[src/rtl/fifo_pkg.sv]
// fifo_pkg: shared Gray/binary helpers and depth derivation for the async FIFO pointer controllers.
// The helpers work on any width up to MAXW because the input is zero-extended.
package fifo_pkg;
    localparam int MAXW = 17;

    function automatic int fifo_depth(input int addrsize);
        return 1 << addrsize;
    endfunction

    function automatic logic [MAXW-1:0] bin2gray(input logic [MAXW-1:0] b);
        return (b >> 1) ^ b;
    endfunction

    function automatic logic [MAXW-1:0] gray2bin(input logic [MAXW-1:0] g);
        logic [MAXW-1:0] b;
        b[MAXW-1] = g[MAXW-1];
        for (int i = MAXW - 2; i >= 0; i--) b[i] = b[i+1] ^ g[i];
        return b;
    endfunction
endpackage

[src/rtl/gray2bin_conv.sv]
// gray2bin_conv: combinational Gray-to-binary converter (XOR prefix from the MSB down).
module gray2bin_conv #(
    parameter int W = 4
) (
    input  logic [W-1:0] i_gray,
    output logic [W-1:0] o_bin
);
    for (genvar i = 0; i < W; i++) begin : g_bit
        assign o_bin[i] = ^i_gray[W-1:i];
    end
endmodule

[src/rtl/wptr_full_ctrl.sv]
// wptr_full_ctrl: write-domain pointer and status controller for the async FIFO.
// Keeps binary/Gray write pointers and derives full, almost-full, occupancy and sticky overflow.
module wptr_full_ctrl
    import fifo_pkg::*;
#(
    parameter int ADDRSIZE     = 3,
    parameter int AFULL_THRESH = 2
) (
    input  logic                i_wclk,
    input  logic                i_wrst_n,
    input  logic                i_winc,
    input  logic [ADDRSIZE:0]   i_wq2_rptr,
    input  logic                i_ovf_clr,
    output logic [ADDRSIZE-1:0] o_waddr,
    output logic [ADDRSIZE:0]   o_wptr,
    output logic                o_wfull,
    output logic                o_walmost_full,
    output logic [ADDRSIZE:0]   o_wcount,
    output logic                o_woverflow
);
    localparam int DEPTH = fifo_depth(ADDRSIZE);
    localparam int PW    = ADDRSIZE + 1;

    logic [ADDRSIZE:0] r_wbin, r_wptr, r_wcount;
    logic              r_wfull, r_walmost_full, r_woverflow;
    logic [ADDRSIZE:0] w_rbin, w_wbinnext, w_wgraynext, w_wcount_next;
    logic              w_wpush, w_wfull_next, w_walmost_full_next;

    gray2bin_conv #(.W(PW)) u_g2b (
        .i_gray (i_wq2_rptr),
        .o_bin  (w_rbin)
    );

    assign w_wpush             = i_winc & ~r_wfull;
    assign w_wbinnext          = r_wbin + PW'(w_wpush);
    assign w_wgraynext         = PW'(bin2gray(MAXW'(w_wbinnext)));
    // Full: write pointer one lap ahead, i.e. Gray MSBs inverted and the rest equal.
    assign w_wfull_next        = w_wgraynext == {~i_wq2_rptr[ADDRSIZE:ADDRSIZE-1], i_wq2_rptr[ADDRSIZE-2:0]};
    assign w_wcount_next       = w_wbinnext - w_rbin;
    assign w_walmost_full_next = (DEPTH - int'(w_wcount_next)) <= AFULL_THRESH;

    always_ff @(posedge i_wclk or negedge i_wrst_n) begin
        if (!i_wrst_n) begin
            r_wbin          <= '0;
            r_wptr          <= '0;
            r_wfull         <= 1'b0;
            r_walmost_full  <= 1'b0;
            r_wcount        <= '0;
            r_woverflow     <= 1'b0;
        end else begin
            r_wbin          <= w_wbinnext;
            r_wptr          <= w_wgraynext;
            r_wfull         <= w_wfull_next;
            r_walmost_full  <= w_walmost_full_next;
            r_wcount        <= w_wcount_next;
            r_woverflow     <= (i_winc & r_wfull) | (r_woverflow & ~i_ovf_clr);
        end
    end

    assign o_waddr        = r_wbin[ADDRSIZE-1:0];
    assign o_wptr         = r_wptr;
    assign o_wfull        = r_wfull;
    assign o_walmost_full = r_walmost_full;
    assign o_wcount       = r_wcount;
    assign o_woverflow    = r_woverflow;
endmodule

[config.mk]
export PLATFORM = sky130hd
export DESIGN_NAME = wptr_full_ctrl
export DESIGN_NICKNAME = d
export VERILOG_FILES = /design/src/rtl/fifo_pkg.sv /design/src/rtl/gray2bin_conv.sv /design/src/rtl/wptr_full_ctrl.sv
export SDC_FILE = /design/constraint.sdc
export NUM_CORES = 1
export LEC_CHECK = 0
export ABC_CLOCK_PERIOD_IN_PS = 3000
export BUFFER_PORTS_ARGS = -buffer_cell sky130_fd_sc_hd__buf_2
export CORE_AREA = 2 2 43 45
export DETAILED_ROUTE_END_ITERATION = 16
export DIE_AREA = 0 0 45 47
export HOLD_SLACK_MARGIN = 0.06
export PLACE_DENSITY = 0.72
export SETUP_SLACK_MARGIN = 0.02
export SYNTH_ARGS = -nofsm -noshare
export SYNTH_HDL_FRONTEND = slang
export SYNTH_SLANG_ARGS = --single-unit
[constraint.sdc]
create_clock -name i_wclk -period 3 [get_ports i_wclk]
set_input_delay 0.6 -clock i_wclk [delete_from_list [all_inputs] [get_ports i_wclk]]
set_output_delay 0.6 -clock i_wclk [all_outputs]
set_load 0.02 [all_outputs]
==> qor.csv, run 1 <==
stage,metric,value,unit
floorplan,die_h,47,µm
setup_path,setup.worst_path.start_class,input pin,
final_layout,fin_area,982,µm²
clocking,clockBufferDepth,2,
sta,setup_viol,0,
clocking,post_cts_resized,0,
detailed_routing,wl_met3,61,µm
clocking,clockRootBuffer,clkbuf_4,
floorplan,initial_core_util,48.4,%
place,place.gp.congestion,0.868,
detailed_routing,wl_per_cell,12.0,µm
final_layout,layout_common_cells,"21 x buf_2, 14 x dfrtp_1, 8 x xor2_1",
detailed_routing,drtAntennaViolNets,0,
place,placed_area,960,µm²
floorplan,die_area,0.00212,mm²
flow_run,max_cap_violations,0,
floorplan,num_rows,15,
sta,period_minus_slack,2.67,ns
sta,setup_ws,0.331,ns
detailed_routing,wl_met1,628,µm
sta,clock_skew,0.00428,ns
clocking,h-tree-depth,1,
clocking,clock_sinks,14,
place,numPortBuffers,21,
floorplan,die_w,45,µm
final_layout,diodes,0,
detailed_routing,highest_layer,met4,
clocking,cts_tree,yes,
grt,grt_overflow,0,
synth,ys.warnings.count,0,
grt,grt_pass1_vias,569,
sta,rsz0062_at_grt,no,
final_layout,area_growth_syn_to_layout,22.8,%
sta,maxSlewViolCount,0,
clocking,clkLatencyLatePin,0.27,ns
detailed_routing,drt-total-wl,1400,µm
grt,grt_max_degree,15,
synth,synth_cells,71,
status,status,finished clean,
detailed_routing,wl_met2,670,µm
setup_path,endpoint_kind,flip-flop,
grt,antenna_found_initial,0,
detailed_routing,drc,0,
synth,yosys_register_bits,14,
grt,track_usage,15.6,%
setup_path,critPathArrivalTime,2.87,ns
setup_path,crit_type,in2reg,
synth,ys_types,24,
clocking,postCtsSetupBuffers,0,
place,hpwlAfterDp,1150,µm
grt,grt_first_pass_wirelength,2280,µm
final_layout,nets,116,
clocking,clkTransAtPathRegs,0.08,ns
final_layout,n_fill_cell,150,
detailed_routing,vias,603,
setup_path,startpoint,i_winc,
place,pre_cts_ws,0.0499,ns
sta,finalHoldViolCount,0,
clocking,cts_hold_buf,0,
final_layout,drive_gt1_share,35.4,%
setup_path,worstPathMaxFanout,3,
synth,synthesis.nets,86,
synth,netlist_area,800,µm²
final_layout,final_common_cell,buf_2,
synth,synth_area_per_cell,11.3,µm²
clocking,cts_inserted_buffers,3,
sta,setup_tns,0,ns
sta,timing.final.crit_share,89.0,%
setup_path,rr_startpoint,o_wfull,
synth,yosysSeqAreaShare,43.8,%
sta,relSlewSlack,72.0,%
detailed_routing,drt_iter0_drc,2,
floorplan,num_io_pins,22,
detailed_routing,detail_route.first_pass.iterations,2,
setup_path,cp_data_required_time,3.20,ns
worst_hold_path,hp-class,in2async,
floorplan,core_area,0.00165,mm²
sta,tightest_slew,0.409,ns
sta,clock.fmax,375,MHz
detailed_routing,vias_per_cell,5.20,
state kept, by name, indices dropped and copies added (netlist names):
| register | cells |
|---|---|
| r_wbin | 4 |
| o_walmost_full | 1 |
| o_woverflow | 1 |
| o_wcount | 4 |
| o_wfull | 1 |
| o_wptr | 3 |
critical path, cell delays in order:
cell      delay [ns]
buf_2           0.10
nor2b_1         0.12
ha_1            0.19
ha_1            0.32
xor2_1          0.18
ha_1            0.31
inv_1           0.06
ha_1            0.27
and2b_2         0.21
or3_1           0.36
o211ai_2        0.14
layer usage:
metal,vias to the layer above,GRT usage [%]
li1,304,-
met1,277,17.9
met2,18,26.9
met3,4,2.31
met4,0,10.6
met5,-,0
final timing paths:
path,to,slack [ns],depth (start not counted)
worst max-delay path,o_walmost_full,0.33,11
worst min-delay path,o_wfull,0.20,1
worst max register to register,o_walmost_full,0.44,10
worst min register to register,o_woverflow,0.51,2
max in group asynchronous,o_wptr[0],2.56,1
min in group i_wclk,o_woverflow,0.50,2
synth_stat cells:
cell / number / area [µm²]
xnor3_2: 1 / 23.8
a21oi_2: 1 / 8.76
xnor2_1: 7 / 61.3
nor2_1: 2 / 7.51
a311oi_1: 1 / 8.76
nand3_1: 2 / 10.0
or2_2: 1 / 6.26
xor2_1: 8 / 70.1
or3_1: 2 / 12.5
dfrtp_1: 14 / 350
o211ai_2: 1 / 12.5
inv_1: 7 / 26.3
maj3_2: 1 / 11.3
clkbuf_1: 1 / 3.75
o22ai_1: 1 / 6.26
nor2b_1: 1 / 6.26
o21ai_0: 1 / 5.00
o2111ai_1: 2 / 17.5
a211oi_1: 3 / 22.5
nand2_1: 3 / 11.3
a31oi_1: 2 / 12.5
and2b_2: 1 / 8.76
ha_1: 7 / 87.6
a2111oi_0: 1 / 8.76
per-stage QoR:
| stage | hold WS, ns | util, % | instances |
|---|---|---|---|
| after floorplan | 0.304 | - | 71 |
| after global placement | 0.503 | 58.1 | 113 |
| after detailed placement | 0.503 | 58.1 | 113 |
| after CTS | 0.209 | 59.5 | 116 |
| after global routing | 0.220 | 59.5 | 116 |
| final | 0.203 | 59.5 | 116 |
logic make-up after synthesis:
logic type	share of synthesized area, %
compound gates	12.8
xor+xnor	19.4
fa+ha+maj	12.4
buf+inv	3.76
flops	43.8
simple gates	7.83
final cells by class:
type | count | area, µm² | area share [%]
clock buffers | 3 | 22.5 | 2.29
inverters | 7 | 26.3 | 2.68
multi-input cells | 49 | 419 | 42.7
flip-flops and latches | 14 | 350 | 35.7
well taps | 17 | 21.3 | 2.17
repair buffers | 26 | 143 | 14.5
Power of run 1 is not shown: default switching activity piles up to over one toggle a cycle in this logic, so the estimate is an artifact.
==> inputs of run 2 (changes only) <==
Settings changed: CORE_AREA 2 2 43 45 to 2 2 51 53, DIE_AREA 0 0 45 47 to 0 0 53 55, PLACE_DENSITY 0.72 to 0.53.
==> qor.csv, run 2 (synthesis gave the netlist of run 1 again) <==
stage,metric,value,unit
status,status,finished clean,
clocking,post_cts_resized,0,
detailed_routing,detail_route.first_pass.iterations,2,
floorplan,die_w,53,µm
detailed_routing,drt_iter0_drc,7,
setup_path,crit_type,in2reg,
sta,maxSlewViolCount,0,
detailed_routing,drtAntennaViolNets,0,
place,numPortBuffers,21,
floorplan,num_rows,18,
grt,grt_first_pass_wirelength,2320,µm
sta,tightest_slew,0.388,ns
sta,timing.final.crit_share,90.4,%
place,post-place-cells,125,
floorplan,initial_core_util,33.8,%
clocking,cts_hold_buf,0,
grt,track_usage,11.7,%
clocking,clockBufferDepth,2,
setup_path,worstPathMaxFanout,3,
floorplan,die_area,0.00292,mm²
detailed_routing,vias_per_cell,4.87,
clocking,cts_tree,yes,
setup_path,endpoint_kind,flip-flop,
floorplan,core_area,0.00236,mm²
grt,grt_pass1_vias,506,
final_layout,layout_common_cells,"21 x buf_2, 14 x dfrtp_1, 8 x xor2_1",
sta,setup_viol,0,
clocking,clock_sinks,14,
setup_path,critPathMaxStageDelay,0.36,ns
final_layout,drive_gt1_share,34.7,%
sta,clock_skew,0.00977,ns
final_layout,nets,115,
clocking,clkTransAtPathRegs,0.08,ns
sta,finalHoldViolCount,0,
setup_path,cpMaxStageDelayCell,ha_1,
grt,grt_max_degree,15,
setup_path,cp_data_required_time,3.20,ns
clocking,cts_inserted_buffers,3,
grt,antenna_found_initial,0,
final_layout,final_common_cell,buf_2,
sta,relSlewSlack,73.4,%
final_layout,diodes,0,
final_layout,area_growth_syn_to_layout,23.9,%
setup_path,crit_chain,"buf_2, nor2b_1, ha_1, ha_1, xor2_1, ha_1, inv_1, ha_1, and2b_2, or3_1, o211ai_2",
setup_path,critPathArrivalTime,2.92,ns
detailed_routing,wl_per_cell,11.9,µm
setup_path,reg2reg_slack,0.41,ns
floorplan,num_io_pins,22,
clocking,clkLatencyLatePin,0.28,ns
worst_hold_path,hp-class,in2async,
sta,rsz0062_at_grt,no,
place,hpwlAfterDp,1290,µm
detailed_routing,drt-total-wl,1520,µm
sta,setup_tns,0,ns
setup_path,critPathMostFrequentCell,ha_1,
final_layout,n_fill_cell,258,
grt,grt_overflow,0,
clocking,postCtsSetupBuffers,0,
clocking,h-tree-depth,1,
final_layout,stdcell_count,128,
flow_run,max_cap_violations,0,
sta,clock.fmax,369,MHz
clocking,clockRootBuffer,clkbuf_4,
floorplan,die_h,55,µm
detailed_routing,vias,623,
place,place.gp.congestion,0.809,
setup_path,setup.worst_path.start_class,input pin,
sta,period_minus_slack,2.71,ns
detailed_routing,drc,0,
[run 2: worst max-delay path: cells and delay by family]
kind,cells,cell delay [ns]
AND/OR/NAND/NOR,3,0.68
XOR/XNOR,1,0.18
buffers and inverters,2,0.18
adder cells (fa/ha/maj),4,1.13
AO/OA/AOI/OAI,1,0.15
[run 2: path summary, 6_finish.rpt]
kind,startpoint,endpoint,cells after the start
setup / recovery,i_winc,o_walmost_full,11
hold reg to reg,o_wfull,o_woverflow,2
hold / removal,i_wrst_n,o_wcount[0],1
max in group asynchronous,i_wrst_n,o_wptr[1],1
setup reg to reg,o_wfull,o_walmost_full,10
min in group i_wclk,i_ovf_clr,o_woverflow,2
[run 2: final cells by class]
type,instances,area [µm²],area share [%]
clock buffers,3,22.5,2.27
inverters,7,26.3,2.65
flip-flops and latches,14,350,35.4
well taps,30,37.5,3.79
repair buffers,25,135,13.6
multi-input cells,49,419,42.3
[run 2: per-layer routing]
| metal | track usage, % | wire, µm |
|---|---|---|
| met2 | 18.8 | 770 |
| met5 | 0 | 0 |
| met1 | 13.7 | 642 |
| met3 | 1.61 | 61 |
| met4 | 10.3 | 44 |
[run 2: metrics by stage]
step | area, µm² | util, % | setup WS, ns | hold slack [ns]
2_1_floorplan | 801 | - | 0.0919 | 0.304
3_3_place_gp | 968 | 41.0 | 0.0282 | 0.499
3_5_place_dp | 968 | 41.0 | 0.00890 | 0.504
4_1_cts | 991 | 41.9 | 0.298 | 0.201
5_1_grt | 991 | 41.9 | 0.183 | 0.206
6_report | 991 | 41.9 | 0.287 | 0.194
Power of run 2 is left out for the same reason.
==> inputs of run 3 (changes only) <==
Settings changed: CTS_BUF_LIST from default to sky130_fd_sc_hd__clkbuf_8.
==> qor.csv, run 3 (synthesis gave the netlist of run 1 again) <==
stage,metric,value,unit
clocking,postCtsSetupBuffers,0,
floorplan,initial_core_util,33.8,%
sta,maxSlewViolCount,0,
final_layout,layout_common_cells,"21 x buf_2, 14 x dfrtp_1, 8 x xor2_1",
clocking,clockBufferDepth,2,
setup_path,cpMaxStageDelayCell,or3_1,
setup_path,rr_startpoint,o_wfull,
setup_path,reg2reg_depth,10,
grt,grt_overflow,0,
clocking,cts_hold_buf,0,
place,numPortBuffers,21,
final_layout,nets,115,
grt,antenna_found_initial,0,
floorplan,die_h,55,µm
sta,rsz0062_at_grt,no,
setup_path,setup.worst_path.start_class,input pin,
grt,track_usage,11.7,%
detailed_routing,drt-total-wl,1520,µm
sta,clock.fmax,364,MHz
setup_path,critPathMaxStageDelay,0.36,ns
clocking,h-tree-depth,1,
setup_path,worstPathMaxFanout,3,
status,status,finished clean,
final_layout,diodes,0,
setup_path,crit_chain,"buf_2, nor2b_1, ha_1, ha_1, xor2_1, ha_1, inv_1, ha_1, and2b_2, or3_1, o211ai_2",
clocking,clkLatencyLatePin,0.24,ns
sta,setup_viol,0,
grt,grt_pass1_vias,505,
detailed_routing,drc,0,
setup_path,endpoint_kind,flip-flop,
sta,timing.final.crit_share,91.7,%
floorplan,num_rows,18,
detailed_routing,wl_per_cell,11.9,µm
sta,clock_skew,0.00727,ns
sta,tightest_slew,0.380,ns
sta,finalHoldViolCount,0,
clocking,post_cts_resized,0,
final_layout,drive_gt1_share,34.7,%
setup_path,crit_type,in2reg,
setup_path,cp_num_buf_inv,2,
place,hpwlAfterDp,1290,µm
detailed_routing,drt_iter0_drc,8,
floorplan,die_area,0.00292,mm²
clocking,clockRootBuffer,clkbuf_8,
floorplan,die_w,53,µm
detailed_routing,vias_per_cell,4.89,
flow_run,max_cap_violations,0,
grt,grt_first_pass_wirelength,2330,µm
setup_path,critPathArrivalTime,2.91,ns
final_layout,final_common_cell,buf_2,
floorplan,core_area,0.00236,mm²
clocking,cts_tree,yes,
clocking,cts_inserted_buffers,3,
setup_path,startpoint,i_winc,
setup_path,critPathMostFrequentCell,ha_1,
detailed_routing,drtAntennaViolNets,0,
sta,setup_tns,0,ns
clocking,clkTransAtPathRegs,0.05,ns
clocking,clock_sinks,14,
sta,period_minus_slack,2.75,ns
floorplan,num_io_pins,22,
setup_path,cp_data_required_time,3.16,ns
setup_path,crit_family,adder cells,
final_layout,area_growth_syn_to_layout,26.3,%
setup_path,crit_cells,11,
place,place.gp.congestion,0.809,
sta,relSlewSlack,74.0,%
grt,grt_max_degree,15,
worst_hold_path,hp-class,in2async,
setup_path,reg2reg_slack,0.41,ns
detailed_routing,detail_route.first_pass.iterations,4,
detailed_routing,vias,626,
==> run 3: cell counts in the layout (fill, tap and decap cells not counted) <==
No cell type changed its count.
==> run 3: worst paths after layout <==
kind | endpoint
max in group asynchronous | o_wptr[1]
min in group i_wclk | o_woverflow
hold reg to reg | o_woverflow
setup reg to reg | o_walmost_full
setup / recovery | o_walmost_full
hold / removal | o_wcount[0]
==> run 3: stage by stage <==
| stage | worst slack (ns) | hold WS [ns] | std cells | cell area (µm²) | util, % |
|---|---|---|---|---|---|
| 4_1_cts | 0.256 | 0.245 | 128 | 1010 | 42.7 |
| 3_5_place_dp | 0.00890 | 0.504 | 125 | 968 | 41.0 |
| 5_1_grt | 0.135 | 0.255 | 128 | 1010 | 42.7 |
| 2_1_floorplan | 0.0919 | 0.304 | 71 | 801 | - |
| 3_3_place_gp | 0.0282 | 0.499 | 125 | 968 | 41.0 |
| 6_report | 0.250 | 0.235 | 128 | 1010 | 42.7 |
==> run 3: cell type report <==
type	instances	area [µm²]
sequential	14	350
multi-input combinational	49	419
clock buffer	3	41.3
tap	30	37.5
timing repair buffer	25	135
fill	254	1360
inverter	7	26.3
==> run 3: per-layer routing <==
metal  vias up  share of wire (%)  track usage (%)
met5         -                  0                0
met4         0                3.6             10.3
met3         6                5.2             1.61
met2        22                 50             18.8
met1       293                 42             13.9
li1        305                  -                -
Power of run 3 is left out for the same reason.
